===== src/rtl/axis_lane_reducer_if.sv =====
// AXI-Stream bundle used on both sides of the lane reducer.
// The master drives the payload and tvalid, and the slave drives tready.
interface axis_lane_reducer_if #(
    parameter int unsigned DATA_W = 64
);
    logic                  tvalid;
    logic                  tready;
    logic [DATA_W-1:0]     tdata;
    logic [DATA_W/8-1:0]   tkeep;
    logic                  tlast;

    modport master (
        output tvalid,
        output tdata,
        output tkeep,
        output tlast,
        input  tready
    );

    modport slave (
        input  tvalid,
        input  tdata,
        input  tkeep,
        input  tlast,
        output tready
    );
endinterface


===== src/rtl/axis_lane_reducer.sv =====
// Per-lane sum/min/max reduction of length-headed AXI-Stream packets.
// Each packet produces one result beat per lane, and the block re-arms for the next header while enabled.
module axis_lane_reducer #(
    parameter int unsigned DATA_W = 64,
    parameter int unsigned LANE_W = 32,
    parameter int unsigned ACC_W  = 48
) (
    input  logic                       sys_clk,
    input  logic                       sys_rst_n,
    input  logic                       accu_en,
    input  logic [1:0]                 mode,
    output logic                       accu_busy,
    output logic                       accu_done,
    output logic                       accu_err,
    axis_lane_reducer_if.slave         s_axis,
    axis_lane_reducer_if.master        m_axis
);

    localparam int unsigned LANES  = DATA_W / LANE_W;
    localparam int unsigned KEEP_W = DATA_W / 8;
    localparam int unsigned LANE_B = LANE_W / 8;
    localparam int unsigned IDX_W  = (LANES > 1) ? $clog2(LANES) : 1;
    localparam logic [IDX_W-1:0]        LAST_IDX    = IDX_W'(LANES - 1);
    localparam logic signed [ACC_W-1:0] ACC_MAX     = {1'b0, {(ACC_W-1){1'b1}}};
    localparam logic signed [ACC_W-1:0] ACC_NEG_MAX = -ACC_MAX;

    typedef enum logic [1:0] {StIdle, StHdr, StData, StOut} state_e;

    state_e                    state_q, state_d;
    logic [1:0]                mode_q, mode_d;
    logic [31:0]               len_q, len_d;
    logic [31:0]               cnt_q, cnt_d;
    logic [IDX_W-1:0]          idx_q, idx_d;
    logic signed [ACC_W-1:0]   acc_q [LANES];
    logic signed [ACC_W-1:0]   acc_d [LANES];
    logic                      valid_q;
    logic                      done_q, done_d;
    logic                      err_q, err_d;
    logic                      at_len;

    function automatic logic signed [ACC_W-1:0] identity(input logic [1:0] m);
        case (m)
            2'b01:   identity = ACC_MAX;
            2'b10:   identity = ACC_NEG_MAX;
            default: identity = '0;
        endcase
    endfunction

    // Mode 11 is reserved and folds as sum.
    function automatic logic signed [ACC_W-1:0] fold(input logic [1:0]              m,
                                                     input logic signed [ACC_W-1:0] a,
                                                     input logic signed [ACC_W-1:0] x);
        case (m)
            2'b01:   fold = (x < a) ? x : a;
            2'b10:   fold = (x > a) ? x : a;
            default: fold = a + x;
        endcase
    endfunction

    assign at_len = (cnt_q == len_q - 32'd1);

    always_comb begin
        state_d = state_q;
        mode_d  = mode_q;
        len_d   = len_q;
        cnt_d   = cnt_q;
        idx_d   = idx_q;
        acc_d   = acc_q;
        err_d   = err_q;
        done_d  = 1'b0;
        unique case (state_q)
            StIdle: begin
                if (accu_en) state_d = StHdr;
            end
            StHdr: begin
                if (!accu_en) begin
                    state_d = StIdle;
                end else if (s_axis.tvalid) begin
                    mode_d = mode;
                    len_d  = s_axis.tdata[31:0];
                    cnt_d  = '0;
                    idx_d  = '0;
                    for (int i = 0; i < LANES; i++) acc_d[i] = identity(mode);
                    if (s_axis.tlast) err_d = 1'b1;
                    state_d = (s_axis.tdata[31:0] == 32'd0) ? StOut : StData;
                end
            end
            StData: begin
                if (!accu_en) begin
                    state_d = StIdle;
                end else if (s_axis.tvalid) begin
                    for (int i = 0; i < LANES; i++) begin
                        if (&s_axis.tkeep[i*LANE_B +: LANE_B]) begin
                            acc_d[i] = fold(mode_q, acc_q[i],
                                            ACC_W'($signed(s_axis.tdata[i*LANE_W +: LANE_W])));
                        end
                    end
                    cnt_d = cnt_q + 32'd1;
                    // Whichever of length and tlast comes first closes the packet.
                    if (at_len || s_axis.tlast) begin
                        if (at_len != s_axis.tlast) err_d = 1'b1;
                        idx_d   = '0;
                        state_d = StOut;
                    end
                end
            end
            StOut: begin
                if (m_axis.tready && valid_q) begin
                    if (idx_q == LAST_IDX) begin
                        done_d  = 1'b1;
                        state_d = accu_en ? StHdr : StIdle;
                    end else begin
                        idx_d = idx_q + IDX_W'(1);
                    end
                end
            end
            default: state_d = StIdle;
        endcase
        if (!accu_en) err_d = 1'b0;
    end

    always_ff @(posedge sys_clk or negedge sys_rst_n) begin
        if (!sys_rst_n) begin
            state_q <= StIdle;
            mode_q  <= '0;
            len_q   <= '0;
            cnt_q   <= '0;
            idx_q   <= '0;
            valid_q <= 1'b0;
            done_q  <= 1'b0;
            err_q   <= 1'b0;
            for (int i = 0; i < LANES; i++) acc_q[i] <= '0;
        end else begin
            state_q <= state_d;
            mode_q  <= mode_d;
            len_q   <= len_d;
            cnt_q   <= cnt_d;
            idx_q   <= idx_d;
            valid_q <= (state_d == StOut);
            done_q  <= done_d;
            err_q   <= err_d;
            for (int i = 0; i < LANES; i++) acc_q[i] <= acc_d[i];
        end
    end

    assign s_axis.tready = (state_q == StHdr) || (state_q == StData);
    assign accu_busy     = (state_q == StData) || (state_q == StOut);
    assign accu_done     = done_q;
    assign accu_err      = err_q;

    assign m_axis.tvalid = valid_q;
    assign m_axis.tdata  = valid_q ? DATA_W'(acc_q[idx_q]) : '0;
    assign m_axis.tkeep  = {KEEP_W{valid_q}};
    assign m_axis.tlast  = valid_q && (idx_q == LAST_IDX);

endmodule


===== src/flat_wrapper.sv =====
// flat-port wrapper written by rule: the top's interface ports become plain ports
module axis_lane_reducer_flat 
#(
    parameter int unsigned DATA_W = 64,
    parameter int unsigned LANE_W = 32,
    parameter int unsigned ACC_W  = 48
)
  (sys_clk, sys_rst_n, accu_en, mode, accu_busy, accu_done, accu_err, s_axis_tvalid, s_axis_tdata, s_axis_tkeep, s_axis_tlast, s_axis_tready, m_axis_tvalid, m_axis_tdata, m_axis_tkeep, m_axis_tlast, m_axis_tready);
  axis_lane_reducer_if #(.DATA_W(DATA_W)) s_axis_i ();
  axis_lane_reducer_if #(.DATA_W(DATA_W)) m_axis_i ();
  input  logic sys_clk;
  input  logic sys_rst_n;
  input  logic accu_en;
  input  logic [1:0] mode;
  output logic accu_busy;
  output logic accu_done;
  output logic accu_err;
  input wire logic [$bits(s_axis_i.tvalid)-1:0] s_axis_tvalid;
  input wire logic [$bits(s_axis_i.tdata)-1:0] s_axis_tdata;
  input wire logic [$bits(s_axis_i.tkeep)-1:0] s_axis_tkeep;
  input wire logic [$bits(s_axis_i.tlast)-1:0] s_axis_tlast;
  output wire logic [$bits(s_axis_i.tready)-1:0] s_axis_tready;
  output wire logic [$bits(m_axis_i.tvalid)-1:0] m_axis_tvalid;
  output wire logic [$bits(m_axis_i.tdata)-1:0] m_axis_tdata;
  output wire logic [$bits(m_axis_i.tkeep)-1:0] m_axis_tkeep;
  output wire logic [$bits(m_axis_i.tlast)-1:0] m_axis_tlast;
  input wire logic [$bits(m_axis_i.tready)-1:0] m_axis_tready;
  assign s_axis_i.tvalid = s_axis_tvalid;
  assign s_axis_i.tdata = s_axis_tdata;
  assign s_axis_i.tkeep = s_axis_tkeep;
  assign s_axis_i.tlast = s_axis_tlast;
  assign s_axis_tready = s_axis_i.tready;
  assign m_axis_tvalid = m_axis_i.tvalid;
  assign m_axis_tdata = m_axis_i.tdata;
  assign m_axis_tkeep = m_axis_i.tkeep;
  assign m_axis_tlast = m_axis_i.tlast;
  assign m_axis_i.tready = m_axis_tready;
  axis_lane_reducer #(.DATA_W(DATA_W), .LANE_W(LANE_W), .ACC_W(ACC_W)) u_core (.sys_clk(sys_clk), .sys_rst_n(sys_rst_n), .accu_en(accu_en), .mode(mode), .accu_busy(accu_busy), .accu_done(accu_done), .accu_err(accu_err), .s_axis(s_axis_i), .m_axis(m_axis_i));
endmodule

===== config.mk =====
export PLATFORM = sky130hd
export DESIGN_NAME = axis_lane_reducer_flat
export DESIGN_NICKNAME = d
export VERILOG_FILES = /design/src/rtl/axis_lane_reducer_if.sv /design/src/rtl/axis_lane_reducer.sv /design/src/flat_wrapper.sv
export SDC_FILE = /design/constraint.sdc
export NUM_CORES = 1
export LEC_CHECK = 0
export BUFFER_PORTS_ARGS = -buffer_cell sky130_fd_sc_hd__buf_2
export CELL_PAD_IN_SITES_DETAIL_PLACEMENT = 0
export CELL_PAD_IN_SITES_GLOBAL_PLACEMENT = 1
export CORE_MARGIN = 2
export CORE_UTILIZATION = 46
export CTS_CLUSTER_DIAMETER = 100
export DETAILED_ROUTE_END_ITERATION = 6
export GPL_TIMING_DRIVEN = 1
export HOLD_SLACK_MARGIN = 0.03
export PLACE_DENSITY = 0.83
export RECOVER_POWER = 50
export SLEW_MARGIN = 20
export SYNTH_ARGS = -nofsm -noshare
export SYNTH_HDL_FRONTEND = slang
export SYNTH_SLANG_ARGS = --single-unit

===== constraint.sdc =====
create_clock -name sys_clk -period 4.7 [get_ports sys_clk]
set_input_delay 0.235 -clock sys_clk [delete_from_list [all_inputs] [get_ports sys_clk]]
set_output_delay 0.235 -clock sys_clk [all_outputs]
set_load 0.05 [all_outputs]

Word-level counts from Yosys, hierarchy flattened
Cells that the tools add are included.
{ "word_totals": {"reg_bits": 168, "input_bits": 80, "output_inout_bits": 78, "word_cells": 118} }
{ "classes": {"add_sub_neg": 5, "n_lt_le_gt_ge": 5, "eq_ne": 28, "mux": 52, "n_bitwise": 1, "n_reduce_logical": 17} }
{ "op_table": {"columns": ["operator", "count"], "rows": [
  ["two-way mux 48 bit", 9],
  ["two-way mux 96 bit", 4],
  ["case mux 48 bit (2 select lines)", 3],
  ["case mux 96 bit (2 select lines)", 1],
  ["two-way mux 32 bit", 4],
  ["adder 48 x 32 -> 48 bit", 2],
  ["> comparator 32 x 48 -> 1 bit", 2],
  ["< comparator 32 x 48 -> 1 bit", 2],
  ["two-way mux 64 bit", 1],
  ["case mux 32 bit (2 select lines)", 1],
  ["adder 32 x 1 -> 32 bit, second input constant", 1],
  ["equality test 32 bit", 1],
  ["logical NOT 32 bit", 1],
  ["subtractor 32 x 1 -> 32 bit, second input constant", 1],
  ["two-way mux 1 bit", 18],
  ["inequality test 3 x 2 -> 1 bit, second input constant", 6],
  ["two-way mux 2 bit", 8],
  ["AND reduction 8 bit", 2],
  ["equality test 2 bit, second input constant", 5],
  ["inequality test 3 bit, second input constant", 3],
  ["inequality test 2 x 1 -> 1 bit, second input constant", 4],
  ["inequality test 2 bit, second input constant", 4],
  ["case mux 2 bit (4 select lines)", 1],
  ["AND reduction 4 bit", 2],
  ["17 further kinds", 22]
]} }

Depth between registers and ports, before layout
Gate-level depths: netlist (run 1).
{ "depth": {"word_depth": 8, "mapped_depth": 18, "ltp_nobuf": 18} }

Worst setup path before layout (run 1)
Ideal clock, no wire load.
{ "synth_timing": {"kind": "reg-to-reg", "startpoint": "register u_core.len_q[8]", "endpoint": "register u_core.valid_q (netlist: u_core.m_axis.tvalid)", "setup_time_ns": 0.066, "arrival_ns": 3.202, "required_ns": 4.634, "setup_slack_ns": 1.432, "stages_incl_launch_ff": 15, "path_buffers": 0, "period_less_slack_ns": 3.268, "cell_sequence": "dfrtp_1 -> or4_1 -> nor3_2 -> and3_1 -> nand3b_1 -> or3b_1 -> nand3_1 -> o21ai_1 -> o22ai_1 -> nand4_1 -> ha_1 -> nor2_1 -> o21ai_0 -> a222oi_1 -> and2_1"} }
{ "synth_via": {"elab_chain_cells": 8} }
{ "synth_rtl": {"columns": ["item", "line", "rtl"], "rows": [
  ["start, declared", "axis_lane_reducer.sv:31", "logic [31:0] len_q, len_d;"],
  ["start signal, assigned", "axis_lane_reducer.sv:136", "len_q <= len_d;"],
  ["subtractor 32 x 1 -> 32 bit", "axis_lane_reducer.sv:60", "assign at_len = (cnt_q == len_q - 32'd1);"],
  ["equality test 32 bit", "axis_lane_reducer.sv:60", null],
  ["logical OR 1 bit", "axis_lane_reducer.sv:100", "if (at_len || s_axis.tlast) begin"],
  ["two-way mux 2 bit", "axis_lane_reducer.sv:100", null],
  ["two-way mux 2 bit", "axis_lane_reducer.sv:91", "end else if (s_axis.tvalid) begin"],
  ["two-way mux 2 bit", "axis_lane_reducer.sv:89", "if (!accu_en) begin"],
  ["case mux 2 bit (4 select lines)", "axis_lane_reducer.sv:71", "unique case (state_q)"],
  ["via u_core.state_d[1]", "axis_lane_reducer.sv:29", "state_e state_q, state_d;"],
  ["equality test 2 bit", "axis_lane_reducer.sv:139", "valid_q <= (state_d == StOut);"],
  ["end signal, assigned", "axis_lane_reducer.sv:139", null],
  ["end, declared", "axis_lane_reducer.sv:36", "logic valid_q;"]
]} }
The timed path passes the listed nets, and every way through them passes these cells.
A chain may end at the register's enable or synchronous reset.

Final worst setup path (run 1)
Same ends and word-level chain as after synthesis.

==> summary by stage, run 1 <==
Power
The share of total power dissipated in sequential elements is 0.212. For this design the static power due to leakage is a little under 9 nW. The peak supply drop is ~360 µV. The net switching fraction of the power is 0.5425. The share of total power dissipated in the clock network is 0.108. Of the total power, combinational logic draws 0.680.

The areal power density over the cells is 668.9 mW/mm². The overall power of the completed layout is around 13 mW. The internal portion of the total power is just over 6 mW. In this run the power spent charging and discharging nets is ~7.2 mW.

Synth
The gate count after technology mapping is roughly 2.3k. In this run, synthesis inferred 0 flip-flops with an integrated enable. In this run, synthesis produced a sequential element count of between 150 and 200.

Yosys printed 0 warnings. The unique cell type count in the Yosys netlist is just under 90. The number of nets in the synthesized netlist is between 2k and 3k.

The sequential share of the synthesized area is 0.2305. The top flip-flop cell by instance count after synthesis is sky130_fd_sc_hd__dfrtp_1. A synthesized cell averages roughly 7.8 µm².

The post-synthesis async set-or-reset flop share is 1.000. Summing every instance area after synthesis gives approximately 0.018 mm².

STA
The maximum clock skew at final layout is 0.01035 ns. The final setup violation count is 0. Based on the critical path, the design can be clocked at up to between 200 and 300 MHz. The max-slew violation total from the final report is 170. In the final timing run, aggregate negative setup slack is 0 ns. The worst max-slew margin expressed relative to the limit is -1.350. The total count of hold-check failures in the final report is 0. The slew at the pin closest to its max-slew limit is 3.525 ns.

Of the available clock period, the critical path in the final layout requires 0.8200. Setup repair after global routing left no endpoint under its margin. The final critical path time including I/O delays and setup is 3.854 ns. The worst path setup slack after routing is around 0.85 ns.

Routing
After detailed routing, the number of vias per cell comes to around 6. After detailed routing, the number of remaining DRC violations is 0. In this run, the number of DRC markers left after iteration 0 of detailed routing was ~1.5k. Dividing the detail-routed wire length by the instance count gives ~20 µm. Detailed routing inserted a total of approximately 18k vias. The aggregate routed wire length is a little under 60000 µm.

Before antenna repair, the detailed router went through 5 iterations. The remaining number of nets flagged by the antenna check after routing is 0.

Clock network
Post-CTS timing repair inserted 0 buffers for setup. The cell chosen for the clock root is sky130_fd_sc_hd__clkbuf_16. The later-pin clock latency in the skew report is around 0.44 ns. The TritonCTS clock tree is done. The post-cts repair resize count is 0. After clock tree synthesis, the flow added hold-fix buffers numbering 1. The largest buffer count on any clock path is 2. Clock-pin slew was measured on the worst setup and hold paths at 0.07 ns.

Clock tree synthesis found a total of between 150 and 200 sinks. CTS built an H-tree with a depth of 4. The number of CTS-inserted buffers is 17.

GRT
The remaining global-route overflow is 0. The first global-routing pass estimated between 90000 and 100000 µm of wire. The initial antenna violation count was 0.

The largest net degree at the start of global routing is a little under 100. The via count of the first global-routing pass is between 15k and 20k. In the global route stage, overall resource usage came out at 0.2845.

Setup path
The worst setup path is launched from a register. The critical path data arrival time is about 4.2 ns. The endpoint class of the critical path is a register. The buffering stage count on the worst path with inverters included is 0.

In this run the worst path has a maximum fanout of 7. The reg-to-reg critical path startpoint is u_core.len_q[8]$_DFFE_PN0P_. The end of the worst register-to-register path is u_core.m_axis.tvalid$_DFF_PN0_. The family with the most delay on the worst path is simple AND/OR/NAND/NOR gates.

On the worst path, the slowest cell contributes a delay of ~0.61 ns. STA puts the critical path data required time at approximately 5.1 ns. The number of logic stages on the critical path including buffering is 14.

The worst-path cell with the longest stage delay is sky130_fd_sc_hd__or4_1. The critical path goes through or4_1 -> nor3_2 -> and3_1 -> nand3b_1 -> or3b_1 -> nand3_1 -> o21ai_1 -> o22ai_1 -> nand4_1 -> ha_1 -> nor2_1 -> o21ai_0 -> a222oi_1 -> and2_1. The worst reg-to-reg path cell count is 14.

By startpoint and endpoint, the worst setup path is classified as register to register. The register-to-register path setup slack is 0.85 ns.

Finish
After routing the design area is 0.01980 mm². The diode insertion count for antenna repair is 0. The number of cells in the finished layout apart from fillers is just under 3k. The ratio of cells with drive above 1 in the final layout is 0.1110. After the last flow step, the layout net total stands at about 2.7k. The area overhead of the layout relative to synthesis is 8.548%.

Worst hold path
The tightest min-delay check is of the primary input to register type. The terminating pin of the worst hold path is u_core.state_q[1]$_DFF_PN0_. The hold path startpoint is accu_en. Counting instances, the worst hold path has a depth of 2.

Placement
The post-placement setup slack is about 0.70 ns. The last weighted congestion value of the routability-driven placer is between 0.9 and 1. Summing all placed instances gives a cell area of about 0.019 mm². Buffers placed on the I/O ports in this run total 157. After detailed placement, the design holds a cell count of a little under 3k. Detailed placement finished with a half-perimeter wire length of 45450 µm.

Floorplanning
The initial utilization of the core area, before any placement, comes to 0.4687. The site row count is 72. Measured along the y axis, the die boundary spans roughly 200 µm. Measured along the x axis, the die boundary spans just over 200 µm.

The floorplan step defined a die boundary enclosing approximately 0.041 mm². After floorplanning, the core was sized to cover 0.03892 mm². 158 I/O pins were placed.

Outcome
The checks that failed: capacitance limit, slew limit. The flow ran to the end, but the final reports show violations.

Run
The count of maximum capacitance violations is 3.
-- cells by family (layout without fill, tap and decap cells) --
kind of cell / after synthesis / after routing / synth area share
xor gates and xnor gates: 136 / 136 / 0.06531
DFF: 168 / 168 / 0.2305
muxes: 91 / 91 / 0.05248
buffers and inverters: 350 / 416 / 0.07910
AOI/OAI and AO/OA: 655 / 655 / 0.2286
and+or+nand+nor: 745 / 745 / 0.2039
adders and majority gates: 203 / 203 / 0.1401
-- cell usage in the layout, fill, tap and decap left out, drive strengths merged, types with 7 or more instances in the layout --
cell type / n
and2: 9
a31oi: 29
o21bai: 28
nor3: 78
nand3b: 7
o21ai: 143
o22ai: 8
a21oi: 223
nor2b: 78
nor2: 215
xnor2: 87
or4: 11
o31ai: 24
nor4: 36
o21a: 9
clkbuf: 27
inv: 211
and3: 26
nand2: 125
a21o: 18
ha: 201
buf: 168
a221oi: 22
mux2i: 57
or3: 20
mux2: 34
a21boi: 7
nand4: 41
o211ai: 19
o31a: 7
nand3: 56
o2111ai: 9
xor2: 49
nand2b: 27
a211oi: 38
dfrtp: 168
o311ai: 9
-- final cells by class --
cell class                 instances  area [µm²]
clock buffer                      19       442.9
clock inverter                    13       133.9
fill                            3799       19120
inverter                         206       773.2
multi-input combinational       1830       12630
sequential                       168        4207
tap                              518       648.1
timing repair buffer             178       960.9
-- worst reg2reg max path, stage by stage, from the launching register on --
cell	delay, ns
sky130_fd_sc_hd__dfrtp_1	0.45
sky130_fd_sc_hd__or4_1	0.61
sky130_fd_sc_hd__nor3_2	0.48
sky130_fd_sc_hd__and3_1	0.29
sky130_fd_sc_hd__nand3b_1	0.16
sky130_fd_sc_hd__or3b_1	0.40
sky130_fd_sc_hd__nand3_1	0.09
sky130_fd_sc_hd__o21ai_1	0.07
sky130_fd_sc_hd__o22ai_1	0.18
sky130_fd_sc_hd__nand4_1	0.12
sky130_fd_sc_hd__ha_1	0.23
sky130_fd_sc_hd__nor2_1	0.14
sky130_fd_sc_hd__o21ai_0	0.10
sky130_fd_sc_hd__a222oi_1	0.30
sky130_fd_sc_hd__and2_1	0.18
-- power by group through the flow --
stage | registers [mW] | logic (mW) | clock network (mW)
3_5_place_dp | 2.80 | 8.79 | 0
5_1_grt | 2.88 | 9.92 | 1.51
3_3_place_gp | 2.77 | 8.72 | 0
2_1_floorplan | 2.48 | 6.80 | 0
4_1_cts | 2.78 | 8.86 | 1.45
6_report | 2.81 | 9.00 | 1.43
-- per-stage QoR --
| stage | utilization | hold slack [ns] |
|---|---|---|
| after global placement | 0.4941 | 0.2917 |
| after floorplan | - | -0.06059 |
| after CTS | 0.5091 | 0.04543 |
| final | 0.5087 | 0.06697 |
| after detailed placement | 0.4941 | 0.2846 |
| after global routing | 0.5087 | 0.06818 |
-- cells in the mapped netlist (all sizes together), types with 11 or more instances --
library cell,count,share of area
nand2b,27,0.0093
or3,20,0.0069
a31oi,29,0.010
nand2,125,0.026
a21o,18,0.0074
nand3,56,0.015
nor4,36,0.012
dfrtp,168,0.23
o21ai,143,0.039
clkbuf,87,0.018
mux2i,57,0.031
nor3,78,0.022
buf,57,0.019
nand4,41,0.014
a221oi,22,0.012
o211ai,19,0.0078
xnor2,87,0.042
nor2b,78,0.027
o31ai,24,0.010
inv,205,0.042
ha,201,0.14
xor2,49,0.024
a211oi,38,0.016
nor2,215,0.044
a21oi,223,0.061
o21bai,28,0.012
mux2,34,0.021
or4,11,0.0047
and3,26,0.0089
-- state kept, by name, summed over array words and instances, names as in the netlist --
signal	cells
u_core.accu_done	1
u_core.idx_q	1
u_core.m_axis.tvalid	1
u_core.cnt_q	32
u_core.acc_q	96
u_core.state_q	2
u_core.len_q	32
u_core.accu_err	1
u_core.mode_q	2
-- worst max-delay path by stage --
stage,from,endpoint
floorplan,u_core.len_q[8]$_DFFE_PN0P_,u_core.m_axis.tvalid$_DFF_PN0_
global placement,s_axis_tdata[63],u_core.acc_q[18]$_DFFE_PN0P_
detailed placement,s_axis_tdata[63],u_core.acc_q[41]$_DFFE_PN0P_
CTS,u_core.len_q[0]$_DFFE_PN0P_,u_core.m_axis.tvalid$_DFF_PN0_
global route,sys_rst_n,u_core.acc_q[17]$_DFFE_PN0P_
finish,u_core.len_q[8]$_DFFE_PN0P_,u_core.m_axis.tvalid$_DFF_PN0_
-- layer usage --
metal	vias to the layer above	GRT usage	wire length (µm)
met2	619	0.4399	25850
met4	0	0.07638	1390
li1	8466	-	-
met1	8434	0.4086	27240
met5	-	0	0
met3	73	0.04880	4355
No activity file was read; power rests on OpenSTA's default activity.
==> inputs of run 2 (changes only) <==
--- a/config.mk
+++ b/config.mk
@@ -9,12 +9,12 @@
 export CELL_PAD_IN_SITES_DETAIL_PLACEMENT = 0
 export CELL_PAD_IN_SITES_GLOBAL_PLACEMENT = 1
 export CORE_MARGIN = 2
-export CORE_UTILIZATION = 46
+export CORE_UTILIZATION = 42
 export CTS_CLUSTER_DIAMETER = 100
 export DETAILED_ROUTE_END_ITERATION = 6
 export GPL_TIMING_DRIVEN = 1
 export HOLD_SLACK_MARGIN = 0.03
-export PLACE_DENSITY = 0.83
+export PLACE_DENSITY = 0.8
 export RECOVER_POWER = 50
 export SLEW_MARGIN = 20
 export SYNTH_ARGS = -nofsm -noshare
==> constraint.sdc (replaced) <==
create_clock -name sys_clk -period 3.3 [get_ports sys_clk]
set_input_delay 0.165 -clock sys_clk [delete_from_list [all_inputs] [get_ports sys_clk]]
set_output_delay 0.165 -clock sys_clk [all_outputs]
set_load 0.05 [all_outputs]
==> run 2 against run 1 <==
- the run ends with capacitance limit, slew limit, setup timing left
- critical path depth is 1 higher
- clock power is 46% higher
- fmax is 16% higher
- first-iteration DRC count is 6.3% higher
- combinational power is 76% higher
==> summary by stage, run 2 (synthesized netlist as in run 1, its figures left out) <==
Outcome
The flow ran to the end, but the final reports show violations. The checks that failed: capacitance limit, slew limit, setup timing.

GRT
The initial antenna violation count is 1 (+1). The global routing usage on met1 is 0.3945 (-0.01411). The global-route wire length before repair came to 99580 µm (+7.5%). The total track usage is 0.2827 (-0.001818). The global routing usage on met2 is 0.4570 (+0.01701).

The via count of the first global-routing pass is 18.23k (+9.9%). The global-route track usage on met3 is 0.02866 (-0.02014). The remaining global-route overflow came to 0 (unchanged). The largest net degree at the start of global routing came to 89 (-10%).

The most utilized layer in the global route result is met2.

STA
The setup TNS is -0.02179 ns (-0.02179 ns). The final critical path time including I/O delays and setup is 3.322 ns (-0.5320 ns). The worst path setup slack after routing is -0.02179 ns (-0.8680 ns). The worst max-slew margin expressed relative to the limit is -0.5189 (+0.8312). The max-slew violation total from the final report is 42 (-75%).

The total count of hold-check failures in the final report is 0 (unchanged). Setup repair after global routing could not meet its margin everywhere. The final period utilization was 1.007 (+0.1866).

The maximum clock skew at final layout was 0.01430 ns (+0.003949 ns). The final setup violation count is 1 (+1). The slew at the pin closest to its max-slew limit was 2.278 ns (-1.247 ns).

The achievable clock frequency is 301.0 MHz (+16%).

Clock network
The number of CTS-inserted buffers was 17 (unchanged). The cell chosen for the clock root is sky130_fd_sc_hd__clkbuf_16. The largest buffer count on any clock path is 2 (unchanged).

The later-pin clock latency in the skew report was 0.48 ns (+0.04 ns). TritonCTS built the clock tree. The sink count of the clock tree is 168 (unchanged). The maximum level of the CTS H-tree is 4 (unchanged). The clock-pin slew on the worst setup and hold paths was 0.08 ns (about the same).

Finish
The most frequent standard cell in the layout excluding fill and tap cells is sky130_fd_sc_hd__buf_4. The ratio of cells with drive above 1 in the final layout is 0.2236 (+0.1125). The area overhead of the layout relative to synthesis is 23.74%. The number of cells in the finished layout apart from fillers came to 3309 (+13%).

In the final layout, the registers with the most flip-flops are u_core.acc_q (96), u_core.cnt_q (32), u_core.len_q (32). The number of flip-flops in the largest register is 96 (unchanged). Leaving out fill and tap cells, the most frequent cells in the layout are sky130_fd_sc_hd__buf_4, sky130_fd_sc_hd__a21oi_1, sky130_fd_sc_hd__nor2_1. The register with the most flip-flops is u_core.acc_q. The count of nets after finishing was 2994 (+12%). The final instance area was 0.02257 mm² (+14%). The diode insertion count for antenna repair is 0 (unchanged).

Setup path
The reg-to-reg critical path startpoint is u_core.len_q[4]$_DFFE_PN0P_. The register-to-register path setup slack is -0.02 ns (-0.87 ns). The worst setup path is launched from a register. By startpoint and endpoint, the worst setup path is classified as register to register. The worst reg-to-reg path cell count is 15 (+1). The required time of the critical path was 3.71 ns (-1.36 ns). The launch point of the worst path is u_core.len_q[4]$_DFFE_PN0P_.

The critical path data arrival time is 3.74 ns (-0.48 ns). STA classifies the critical path endpoint as a register. The capturing element of the worst setup path is u_core.m_axis.tvalid$_DFF_PN0_.

The largest fanout on the critical path came to 4 (-3). The end of the worst register-to-register path is u_core.m_axis.tvalid$_DFF_PN0_.

Power
The internal power consumption is 10.45 mW (+72%). The combinational share of power is 0.733 (+0.053). The reported leakage power is 10.32 nW (+18%).

The clock group share of total power is 0.097 (-0.011). The areal power density over the cells is 953.1 mW/mm² (+42%). The proportion of power drawn by flip-flops and latches was 0.170 (-0.042).

The net switching fraction of the power was 0.5142 (-0.02830). The peak supply drop is 457.6 µV (+26%). The total net switching power is 11.06 mW (+54%).

Floorplanning
The starting density of the core is 0.4243 (-0.04431). The site row count is 76 (+5.6%). The die outline area is 0.04511 mm² (+9.3%). The y dimension of the die is 212.4 µm (+4.6%). The die span in x is 212.4 µm (+4.6%). The top-level I/O count is 158 (unchanged).

The total core area is 0.04298 mm² (+10%).

Placement
The detailed placement HPWL is 50700 µm (+12%). The last weighted congestion value of the routability-driven placer was 0.9604 (+1.8%). The placement-stage cell area is 0.02156 mm² (+12%). The number of input and output port buffers inserted is 157 (unchanged). The number of cells in the design after placement is 3258 (+12%).

Routing
The aggregate routed wire length was 64850 µm (+10%). The remaining number of nets flagged by the antenna check after routing is 0 (unchanged). The routed length per placed instance was 19.60 µm (-2.3%).

The number of DRC markers after the initial detailed-route iteration came to 1633 (+6.3%). The length of the first detailed-routing pass in iterations is 6 (+1). The DRC violation count after routing is 0 (unchanged). The number of vias per cell is 5.815 (-3.1%). The via count came to 19.24k (+9.4%).

Run
The count of maximum capacitance violations is 1 (-2).

Worst hold path
The classification of the worst-slack hold path is primary input to register.
[run 2: per-stage QoR]
stage | util | total power [mW] | hold slack, ns | worst slack (ns)
2_1_floorplan | - | 13.22 | -0.1306 | 0.03213
3_3_place_gp | 0.5015 | 18.54 | 0.1071 | -0.08587
3_5_place_dp | 0.5016 | 18.79 | 0.1077 | -0.1028
4_1_cts | 0.5190 | 21.02 | 0.03120 | -0.01407
5_1_grt | 0.5251 | 23.09 | 0.05133 | -0.2187
6_report | 0.5251 | 21.51 | 0.04314 | -0.02179
[run 2: how the worst min path moves through the flow]
stage	from	endpoint	cells after the start
after floorplan	sys_rst_n	u_core.acc_q[0]$_DFFE_PN0P_	0
after global placement	sys_rst_n	u_core.cnt_q[8]$_DFFE_PN0P_	1
after detailed placement	sys_rst_n	u_core.cnt_q[5]$_DFFE_PN0P_	1
after CTS	s_axis_tdata[28]	u_core.len_q[28]$_DFFE_PN0P_	2
after global routing	s_axis_tdata[11]	u_core.len_q[11]$_DFFE_PN0P_	2
final	s_axis_tdata[28]	u_core.len_q[28]$_DFFE_PN0P_	2
[run 2: layout make-up]
| type | count | area, µm² |
|---|---|---|
| inverter | 206 | 773.2 |
| tap | 585 | 732.0 |
| timing repair buffer | 488 | 3367 |
| multi-input combinational | 1830 | 12890 |
| fill | 4188 | 20410 |
| sequential | 168 | 4208 |
| clock inverter | 14 | 153.9 |
| clock buffer | 18 | 439.2 |
[run 2: what timing repair did]
action / CTS / global route
endpoints found under the setup margin: 14 / 84
hold buffers: 11 / 0
gates resized for setup: 10 / 58
pin swaps: 1 / 29
gates cloned: 0 / 1
hold endpoints to repair: 49 / 0
buffers inserted: 1 / 6
[run 2: power by group through the flow]
stage,clock (mW),sequential (mW),combinational [mW]
after global routing,2.19,3.75,17.2
final,2.09,3.66,15.8
after detailed placement,0,3.65,15.1
after CTS,2.12,3.63,15.3
after global placement,0,3.61,14.9
after floorplan,0,3.53,9.69
[run 2: per-layer routing]
layer	up-vias	routed length (µm)
met3	95	4327
met1	9331	29250
met2	757	29650
met5	-	0
met4	0	1623
li1	9058	-
[run 2: critical path, cell delays in order (launching register included)]
cell	delay, ns
sky130_fd_sc_hd__dfrtp_1	0.39
sky130_fd_sc_hd__or4_4	0.58
sky130_fd_sc_hd__nand2b_1	0.23
sky130_fd_sc_hd__nor3_1	0.19
sky130_fd_sc_hd__a21oi_1	0.06
sky130_fd_sc_hd__a21oi_1	0.14
sky130_fd_sc_hd__o21ai_0	0.13
sky130_fd_sc_hd__nor3_2	0.26
sky130_fd_sc_hd__nand4_1	0.14
sky130_fd_sc_hd__nor2_1	0.15
sky130_fd_sc_hd__nand4_1	0.11
sky130_fd_sc_hd__ha_2	0.22
sky130_fd_sc_hd__nor2_4	0.08
sky130_fd_sc_hd__o21ai_1	0.06
sky130_fd_sc_hd__a222oi_1	0.32
sky130_fd_sc_hd__and2_1	0.19
